## src/rtl/mem_port_arbiter_pkg.sv

```systemverilog
// Shared types and constants for the IF/MEM single-port SRAM arbiter.
package mem_port_arbiter_pkg;

  localparam int unsigned CNT_W           = 4;
  localparam int unsigned WAIT_CYCLES_DEF = 3;

  typedef enum logic [2:0] {
    IDLE       = 3'd0,
    DATA_ACC   = 3'd1,
    FETCH_ACC  = 3'd2,
    RESP_DATA  = 3'd3,
    RESP_FETCH = 3'd4
  } state_t;

  typedef enum logic {
    PRIO_DATA  = 1'b0,
    PRIO_FETCH = 1'b1
  } prio_t;

  function automatic logic is_acc(input state_t s);
    return (s == DATA_ACC) || (s == FETCH_ACC);
  endfunction

endpackage

```

## src/rtl/mem_port_arbiter_wait_counter.sv

```systemverilog
// Wait-state counter: cleared at access start, counts while enabled,
// flags the last wait cycle combinationally.
module wait_counter
  import mem_port_arbiter_pkg::*;
#(
  parameter int unsigned WAIT_CYCLES = WAIT_CYCLES_DEF
) (
  input  logic clk,
  input  logic rst_n,
  input  logic clear,
  input  logic en,
  output logic tc_c
);

  logic [CNT_W-1:0] count;

  always_ff @(posedge clk or negedge rst_n) begin
    if (!rst_n) begin
      count <= '0;
    end else if (clear) begin
      count <= '0;
    end else if (en) begin
      count <= count + CNT_W'(1);
    end
  end

  assign tc_c = en && (count == CNT_W'(WAIT_CYCLES - 1));

endmodule

```

## src/rtl/mem_port_arbiter.sv

```systemverilog
// Arbitrates one single-port SRAM between instruction fetch and data access,
// with alternating priority, fixed wait states and a one-cycle ready pulse.
module mem_port_arbiter
  import mem_port_arbiter_pkg::*;
#(
  parameter int unsigned ADDR_W      = 32,
  parameter int unsigned DATA_W      = 32,
  parameter int unsigned WAIT_CYCLES = WAIT_CYCLES_DEF
) (
  input  logic              clk,
  input  logic              rst_n,
  input  logic              if_req,
  input  logic [ADDR_W-1:0] if_addr,
  output logic [DATA_W-1:0] if_rdata,
  output logic              if_ready,
  input  logic              mem_r_en,
  input  logic              mem_w_en,
  input  logic [ADDR_W-1:0] mem_addr,
  input  logic [DATA_W-1:0] mem_wdata,
  output logic [DATA_W-1:0] mem_rdata,
  output logic              mem_ready,
  output logic              freeze,
  output logic              sram_en,
  output logic              sram_we,
  output logic [ADDR_W-1:0] sram_addr,
  output logic [DATA_W-1:0] sram_wdata,
  input  logic [DATA_W-1:0] sram_rdata
);

  state_t state, state_nx;
  prio_t  prio;
  logic   data_req_c;
  logic   start_c;
  logic   acc_c;
  logic   tc_c;

  assign data_req_c = mem_r_en | mem_w_en;
  assign acc_c      = is_acc(state);
  assign start_c    = (state == IDLE) && is_acc(state_nx);
  assign freeze     = data_req_c & ~mem_ready;

  wait_counter #(
    .WAIT_CYCLES(WAIT_CYCLES)
  ) u_wait_counter (
    .clk  (clk),
    .rst_n(rst_n),
    .clear(start_c),
    .en   (acc_c),
    .tc_c (tc_c)
  );

  always_ff @(posedge clk or negedge rst_n) begin
    if (!rst_n) begin
      state <= IDLE;
    end else begin
      state <= state_nx;
    end
  end

  // Next-state: on contention the side named by prio wins.
  always_comb begin
    state_nx = state;
    case (state)
      IDLE: begin
        if (data_req_c && (!if_req || (prio == PRIO_DATA))) begin
          state_nx = DATA_ACC;
        end else if (if_req) begin
          state_nx = FETCH_ACC;
        end
      end
      DATA_ACC:   if (tc_c) state_nx = RESP_DATA;
      FETCH_ACC:  if (tc_c) state_nx = RESP_FETCH;
      RESP_DATA:  state_nx = IDLE;
      RESP_FETCH: state_nx = IDLE;
      default:    state_nx = IDLE;
    endcase
  end

  // SRAM request latches, ready pulses, read-data capture and priority flip.
  always_ff @(posedge clk or negedge rst_n) begin
    if (!rst_n) begin
      prio       <= PRIO_DATA;
      sram_en    <= 1'b0;
      sram_we    <= 1'b0;
      sram_addr  <= '0;
      sram_wdata <= '0;
      if_rdata   <= '0;
      mem_rdata  <= '0;
      if_ready   <= 1'b0;
      mem_ready  <= 1'b0;
    end else begin
      sram_en   <= is_acc(state_nx);
      if_ready  <= (state_nx == RESP_FETCH);
      mem_ready <= (state_nx == RESP_DATA);

      if (start_c && (state_nx == DATA_ACC)) begin
        sram_addr  <= mem_addr;
        sram_wdata <= mem_wdata;
        sram_we    <= mem_w_en;
      end else if (start_c) begin
        sram_addr <= if_addr;
        sram_we   <= 1'b0;
      end else if (!is_acc(state_nx)) begin
        sram_we <= 1'b0;
      end

      if (acc_c && tc_c) begin
        if (state == DATA_ACC) begin
          mem_rdata <= sram_rdata;
          prio      <= PRIO_FETCH;
        end else begin
          if_rdata <= sram_rdata;
          prio     <= PRIO_DATA;
        end
      end
    end
  end

endmodule
```

## config.mk

```make
export PLATFORM = sky130hd
export DESIGN_NAME = mem_port_arbiter
export DESIGN_NICKNAME = d
export VERILOG_FILES = /design/src/rtl/mem_port_arbiter_pkg.sv /design/src/rtl/mem_port_arbiter_wait_counter.sv /design/src/rtl/mem_port_arbiter.sv
export SDC_FILE = /design/constraint.sdc
export NUM_CORES = 1
export LEC_CHECK = 0
export ABC_AREA = 1
export BUFFER_PORTS_ARGS = -buffer_cell sky130_fd_sc_hd__buf_2
export CAP_MARGIN = 20
export CORE_ASPECT_RATIO = 0.7
export CORE_MARGIN = 2
export CORE_UTILIZATION = 50
export DETAILED_ROUTE_END_ITERATION = 8
export MAX_ROUTING_LAYER = met4
export PLACE_DENSITY = 0.84
export SLEW_MARGIN = 20
export SYNTH_ARGS = -nofsm -noshare
export SYNTH_HDL_FRONTEND = slang
export SYNTH_SLANG_ARGS = --single-unit
```

## constraint.sdc

```tcl
create_clock -name clk -period 4.3 [get_ports clk]
set_input_delay 0 -clock clk [delete_from_list [all_inputs] [get_ports clk]]
set_output_delay 0 -clock clk [all_outputs]
set_load 0.05 [all_outputs]
```

==> flow_summary.toml, run 1 <==
[layout]
layout-drive-gt1-share_pct = 29.0
fillers = 689
final_cell_area_um2 = 9140
multi_input_area_um2 = 2010
mostFrequentLayoutCell = "nand2_1"
regArea_um2 = 3500
area_growth_pct = 54.4
num_antenna_cells = 0
layout_common_cells = "339 x nand2_1, 264 x buf_2, 140 x dfrtp_1"
final_nets = 1204

[critical_path]
critical_path_class = "register to register"
slowest_stage = "inv_2"
crit_buf_inv = 3
required_ps = 4570
cp_max_fo = 66
cp_top_family = "buffers and inverters"
endpoint_kind = "register"
max_stage_delay_ps = 600
cpMostUsedCell = "nand2_1"
crit_chain = "nor2_4, nand2_4, nor2_4, buf_4, inv_2, nand2_1, nand2_1, dlygate4sd3_1, nand4_1, nand2_1"
worstPathArrival_ps = 3430
critPathLaunchType = "register"

[power]
p_total_mw = 8.28
p_leak_nw = 5.16
internal_power_mw = 3.88
power_switching_mw = 4.39
ir_worst_vdd_mv = 0.645
pwr-share-seq_pct = 28.3
pwr-share-clk_pct = 17.9
p_comb_share_pct = 53.8
switching_share_pct = 53.1
power_density_nw_per_um2 = 906

[floorplanning]
start_util_pct = 50.8
core_area_um2 = 11600
num_rows = 33
pin_count = 266
fp.dieH_um = 95.0
fp.dieW_um = 134
dieArea_um2 = 12700

[placement]
place_area_um2 = 7260
dp.final_hpwl_mm = 10.4
port_buffers = 265
gp_congestion = 0.785

[grt]
grt_usage_pct = 32.4
grt_pass1_vias = 6274
antenna_found_initial = 0
grt_pass1_wl_mm = 31.2
grt_overflow = 0
grt_max_degree = 108

[hold_path]
worstHoldPathType = "primary input to register"

[clock_tree]
clkTransAtPathRegs_ps = 60
cts_tree = "yes"
clockBufferDepth = 2
clock_sink_count = 140
clk_latency_ps = 400
numCtsBuffers = 17
h-tree-depth = 4
root_buffer = "clkbuf_16"

[job]
cap_violations = 0

[route]
drc = 0
ant_nets = 0
post_drt_wl_per_cell_um = 16.2
routed_wl_mm = 20.1
firstDrtPassIters = 6
drtIter0Drc = 376
vias = 6310
via_per_inst = 5.10

[timing]
rsz0062_at_grt = "false"
relSlewSlack_pct = 28.4
tns_ps = 0
layout_min_cycle_time_ps = 3150
setup_violations = 0
worst_pin_slew_ps = 1070
min_period_over_period_pct = 73.4
final_hold_viol_count = 0
final.setup_skew_ps = 9.29
fmax_mhz = 317
drv_slew = 0

[logic_synthesis]
syn_area_um2 = 5920
syn_inst = 693
yosysWarnings = 0
syn_avg_cell_area_um2 = 8.54
yosys.area.top_type = "dfrtp_1"
synth_area_leaders = "dfrtp_1 59%, nand2_1 22%, o21ai_0 4.2%, nand4_1 3.5%, inv_1 3.1%"
ys_seq_elements = 140
seq_area_frac_synth_pct = 59.2
yosysUniqueCellTypes = 25
syn_nets = 828
yosys.area.top_type_share_pct = 59.2

[status]
status = "complete, no violations"
## logic make-up (layout without fill, tap and decap cells)
logic type	count (synthesis)	after routing	share of synthesized area, %
DFF	140	140	59.2
and+or+nand+nor	391	391	27.5
AOI/OAI and AO/OA	66	66	5.58
adders and majority gates	2	2	0.423
xor gates and xnor gates	3	3	0.444
buffers and inverters	91	479	6.85
## flip-flops by register name, summed over array words and instances (netlist names), 3 cells and up
register	count
if_rdata	32
mem_rdata	32
sram_addr	32
sram_wdata	32
state	3
u_wait_counter.count	4
## worst register-to-register path: stages (launching register included)
cell,delay [ps]
dfrtp_1,410
nor2_4,180
nand2_4,90
nor2_4,90
buf_4,560
inv_2,610
nand2_1,220
nand2_1,90
dlygate4sd3_1,570
nand4_1,100
nand2_1,110
## power groups by stage
| stage | registers (mW) | clock network (mW) | logic, mW |
|---|---|---|---|
| after global placement | 2.31 | 0 | 4.10 |
| after CTS | 2.31 | 1.49 | 4.35 |
| after floorplan | 4.39 | 0 | 1.12 |
| final | 2.34 | 1.48 | 4.46 |
| after detailed placement | 2.31 | 0 | 4.18 |
| after global routing | 2.40 | 1.57 | 4.72 |
## worst paths after layout
check | slack, ps | endpoint | cells past startpoint | from
hold reg to reg | 460 | sram_wdata[5]$_DFFE_PN0N_ | 2 | sram_wdata[5]$_DFFE_PN0N_
max in group asynchronous | 2960 | sram_addr[25]$_DFFE_PN0P_ | 3 | rst_n
min in group asynchronous | 290 | mem_rdata[14]$_DFFE_PN0P_ | 2 | rst_n
setup / recovery | 1150 | sram_addr[10]$_DFFE_PN0P_ | 10 | state[2]$_DFF_PN0_
setup reg to reg | 1150 | sram_addr[10]$_DFFE_PN0P_ | 10 | state[2]$_DFF_PN0_
hold / removal | 80 | sram_addr[11]$_DFFE_PN0P_ | 5 | if_addr[11]
## per-stage QoR
stage                     util [%]  setup WS [ps]  hold slack [ps]  instances
after global routing          78.5            942             57.4       1238
final                         78.5           1150             75.1       1238
after CTS                     78.5           1320             3.67       1238
after floorplan                  -           2740             -296        693
after global placement        62.3           1800              188       1079
after detailed placement      62.3           1780              192       1079
## synthesized netlist by cell type
cell,instances
a21oi_1,1
and2_1,1
buf_2,22
buf_4,3
buf_6,3
clkbuf_1,10
clkbuf_2,1
clkinv_2,1
dfrtp_1,140
ha_1,2
inv_1,49
inv_2,2
nand2_1,339
nand2_2,3
nand2_4,1
nand3_1,1
nand3_2,3
nand3_4,1
nand4_1,33
nor2_1,5
nor2_2,1
nor2_4,3
o21ai_0,50
o21ai_1,15
xor2_1,3
## routing by layer
metal	global-route usage, %	part of all wire [%]	up-vias	wire [um]
met2	53.9	50	373	9970
met5	-	0	-	0
met1	38.6	38	2960	7730
li1	-	-	2905	-
met4	13.7	3.5	0	701
met3	7.76	8.5	72	1710
## area by class of cell
type / count / area share [%]
flip-flops and latches: 140 / 38.4
repair buffers: 396 / 28.9
multi-input cells: 462 / 22.0
clock buffers: 18 / 4.70
inverters: 52 / 2.15
well taps: 157 / 2.15
clock inverters: 13 / 1.81
## timing repair
item                      in CTS  in global routing
gates resized for setup        0                  0
hold buffers                 128                  0
setup buffers                  0                  0
hold endpoints to repair     235                  0
No activity file was read; power rests on OpenSTA's default activity.
==> inputs of run 2 (changes only) <==
CORE_UTILIZATION = 47   (was 50)
PLACE_DENSITY = 0.8   (was 0.84)
clock period = 3.3 ns   (was 4.3 ns; I/O delays follow)
==> flow_summary.toml, run 2 (synthesized netlist as in run 1, its figures left out) <==
[grt]
grt_max_degree = 113
busiest_layer = "met2"
grt_pass1_wl_mm = 30.3
grtUsageMet3_pct = 7.50
grt_usage_pct = 28.7
grtUsageMet1_pct = 33.4
grt_pass1_vias = 6095
antenna_found_initial = 0
grt_util_met2_pct = 48.2
grt_overflow = 0

[timing]
layout_min_cycle_time_ps = 2690
drv_slew = 0
setup_violations = 0
relSlewSlack_pct = 35.1
final.setup_skew_ps = 11.2
final_hold_viol_count = 0
rsz0062_at_grt = "false"
tns_ps = 0
worst_pin_slew_ps = 972
fmax_mhz = 371
min_period_over_period_pct = 81.6

[status]
status = "complete, no violations"

[hold_path]
worstHoldPathType = "primary input to register"
hold_depth = 5
hold_start = "mem_addr[3]"

[job]
cap_violations = 0

[layout]
final_nets = 1196
mostFrequentLayoutCell = "nand2_1"
num_antenna_cells = 0
layout_common_cells = "339 x nand2_1, 264 x buf_2, 140 x dfrtp_1"
layout-drive-gt1-share_pct = 29.4
area_growth_pct = 54.4
final_cell_area_um2 = 9140
instances_no_fill = 1235
fillers = 844

[critical_path]
worstPathArrival_ps = 2970
critPathLaunchType = "register"
cp_max_fo = 64
rr_worst_depth = 9
crit_chain = "nor2_4, nand2_4, nor2_4, clkinv_2, nand2_1, nand2_1, dlygate4sd3_1, nand4_1, nand2_1"
critical_path_class = "register to register"
path_depth = 9
rr_startpoint = "state[2]$_DFF_PN0_"
cpMostUsedCell = "nand2_1"
slowest_stage = "clkinv_2"
cp_top_family = "buffers and inverters"
rrSetupSlack_ps = 610
endpoint_kind = "register"
required_ps = 3580
max_stage_delay_ps = 660
startpoint = "state[2]$_DFF_PN0_"
crit_buf_inv = 2

[floorplanning]
fp.dieW_um = 138
start_util_pct = 48.0
core_area_um2 = 12300
num_rows = 34
fp.dieH_um = 97.9
dieArea_um2 = 13500
pin_count = 266

[clock_tree]
root_buffer = "clkbuf_16"
post_cts_buffers = 0
clock_sink_count = 140
cts_tree = "yes"
clkTransAtPathRegs_ps = 60
h-tree-depth = 4
clk_latency_ps = 410
clockBufferDepth = 2
numCtsBuffers = 17

[placement]
gp_congestion = 0.806
dp.final_hpwl_mm = 10.4
place_area_um2 = 7270
port_buffers = 265
place_inst = 1085

[power]
power_density_nw_per_um2 = 1190
ir_worst_vdd_mv = 0.844
p_leak_nw = 5.17
p_total_mw = 10.9

[route]
vias = 6063
firstDrtPassIters = 6
ant_nets = 0
routed_wl_mm = 18.3
via_per_inst = 4.91
drtIter0Drc = 368
post_drt_wl_per_cell_um = 14.8
drc = 0
run 2: cell count changes in the layout (fill, tap and decap cells not counted), moves of 2 or more:
cell,delta
dlygate4sd3_1,-9
clkinvlp_4,-4
clkinv_4,+2
bufinv_16,+3
run 2: area by class of cell:
cell class,count,area (um2),share of cell area [%]
sequential,140,3500,38.4
clock buffer,18,429,4.70
tap,162,203,2.22
clock inverter,13,238,2.60
inverter,52,198,2.16
multi-input combinational,462,2010,22.0
timing repair buffer,388,2560,28.0
run 2: per-layer routing:
layer / share of wire, % / vias up
met5: 0 / -
met4: 3.0 / 0
met3: 7.5 / 44
met2: 50 / 300
met1: 39 / 2827
li1: - / 2892
run 2: power by group:
group	internal (mW)	total, mW	switching, mW	leakage, nW
clock network	1.43	2.16	0.734	0.326
logic	1.30	5.71	4.41	3.13
registers	2.55	3.03	0.481	1.72
run 2: what timing repair did:
action,4_1_cts,5_1_grt
endpoints found under the hold margin,236,0
hold buffers,119,0
gates resized for setup,0,0
run 2: worst register-to-register path, stage by stage (launching register included):
cell           delay, ps
dfrtp_1              410
nor2_4               170
nand2_4               80
nor2_4               120
clkinv_2             660
nand2_1              290
nand2_1               90
dlygate4sd3_1        590
nand4_1               90
nand2_1               70
run 2: worst paths after layout:
kind,to
max,sram_addr[9]$_DFFE_PN0P_
min,sram_addr[3]$_DFFE_PN0P_
max reg2reg,sram_addr[9]$_DFFE_PN0P_
min reg2reg,sram_wdata[2]$_DFFE_PN0N_
max in group asynchronous,sram_wdata[6]$_DFFE_PN0N_
min in group asynchronous,mem_rdata[14]$_DFFE_PN0P_
run 2: through the flow:
step	hold slack, ps	setup slack (ps)	utilization, %
global placement	201	1050	59.0
CTS	0.751	855	74.0
detailed placement	203	935	59.0
floorplan	-296	1740	-
finish	18.8	608	74.0
global route	15.2	367	74.0
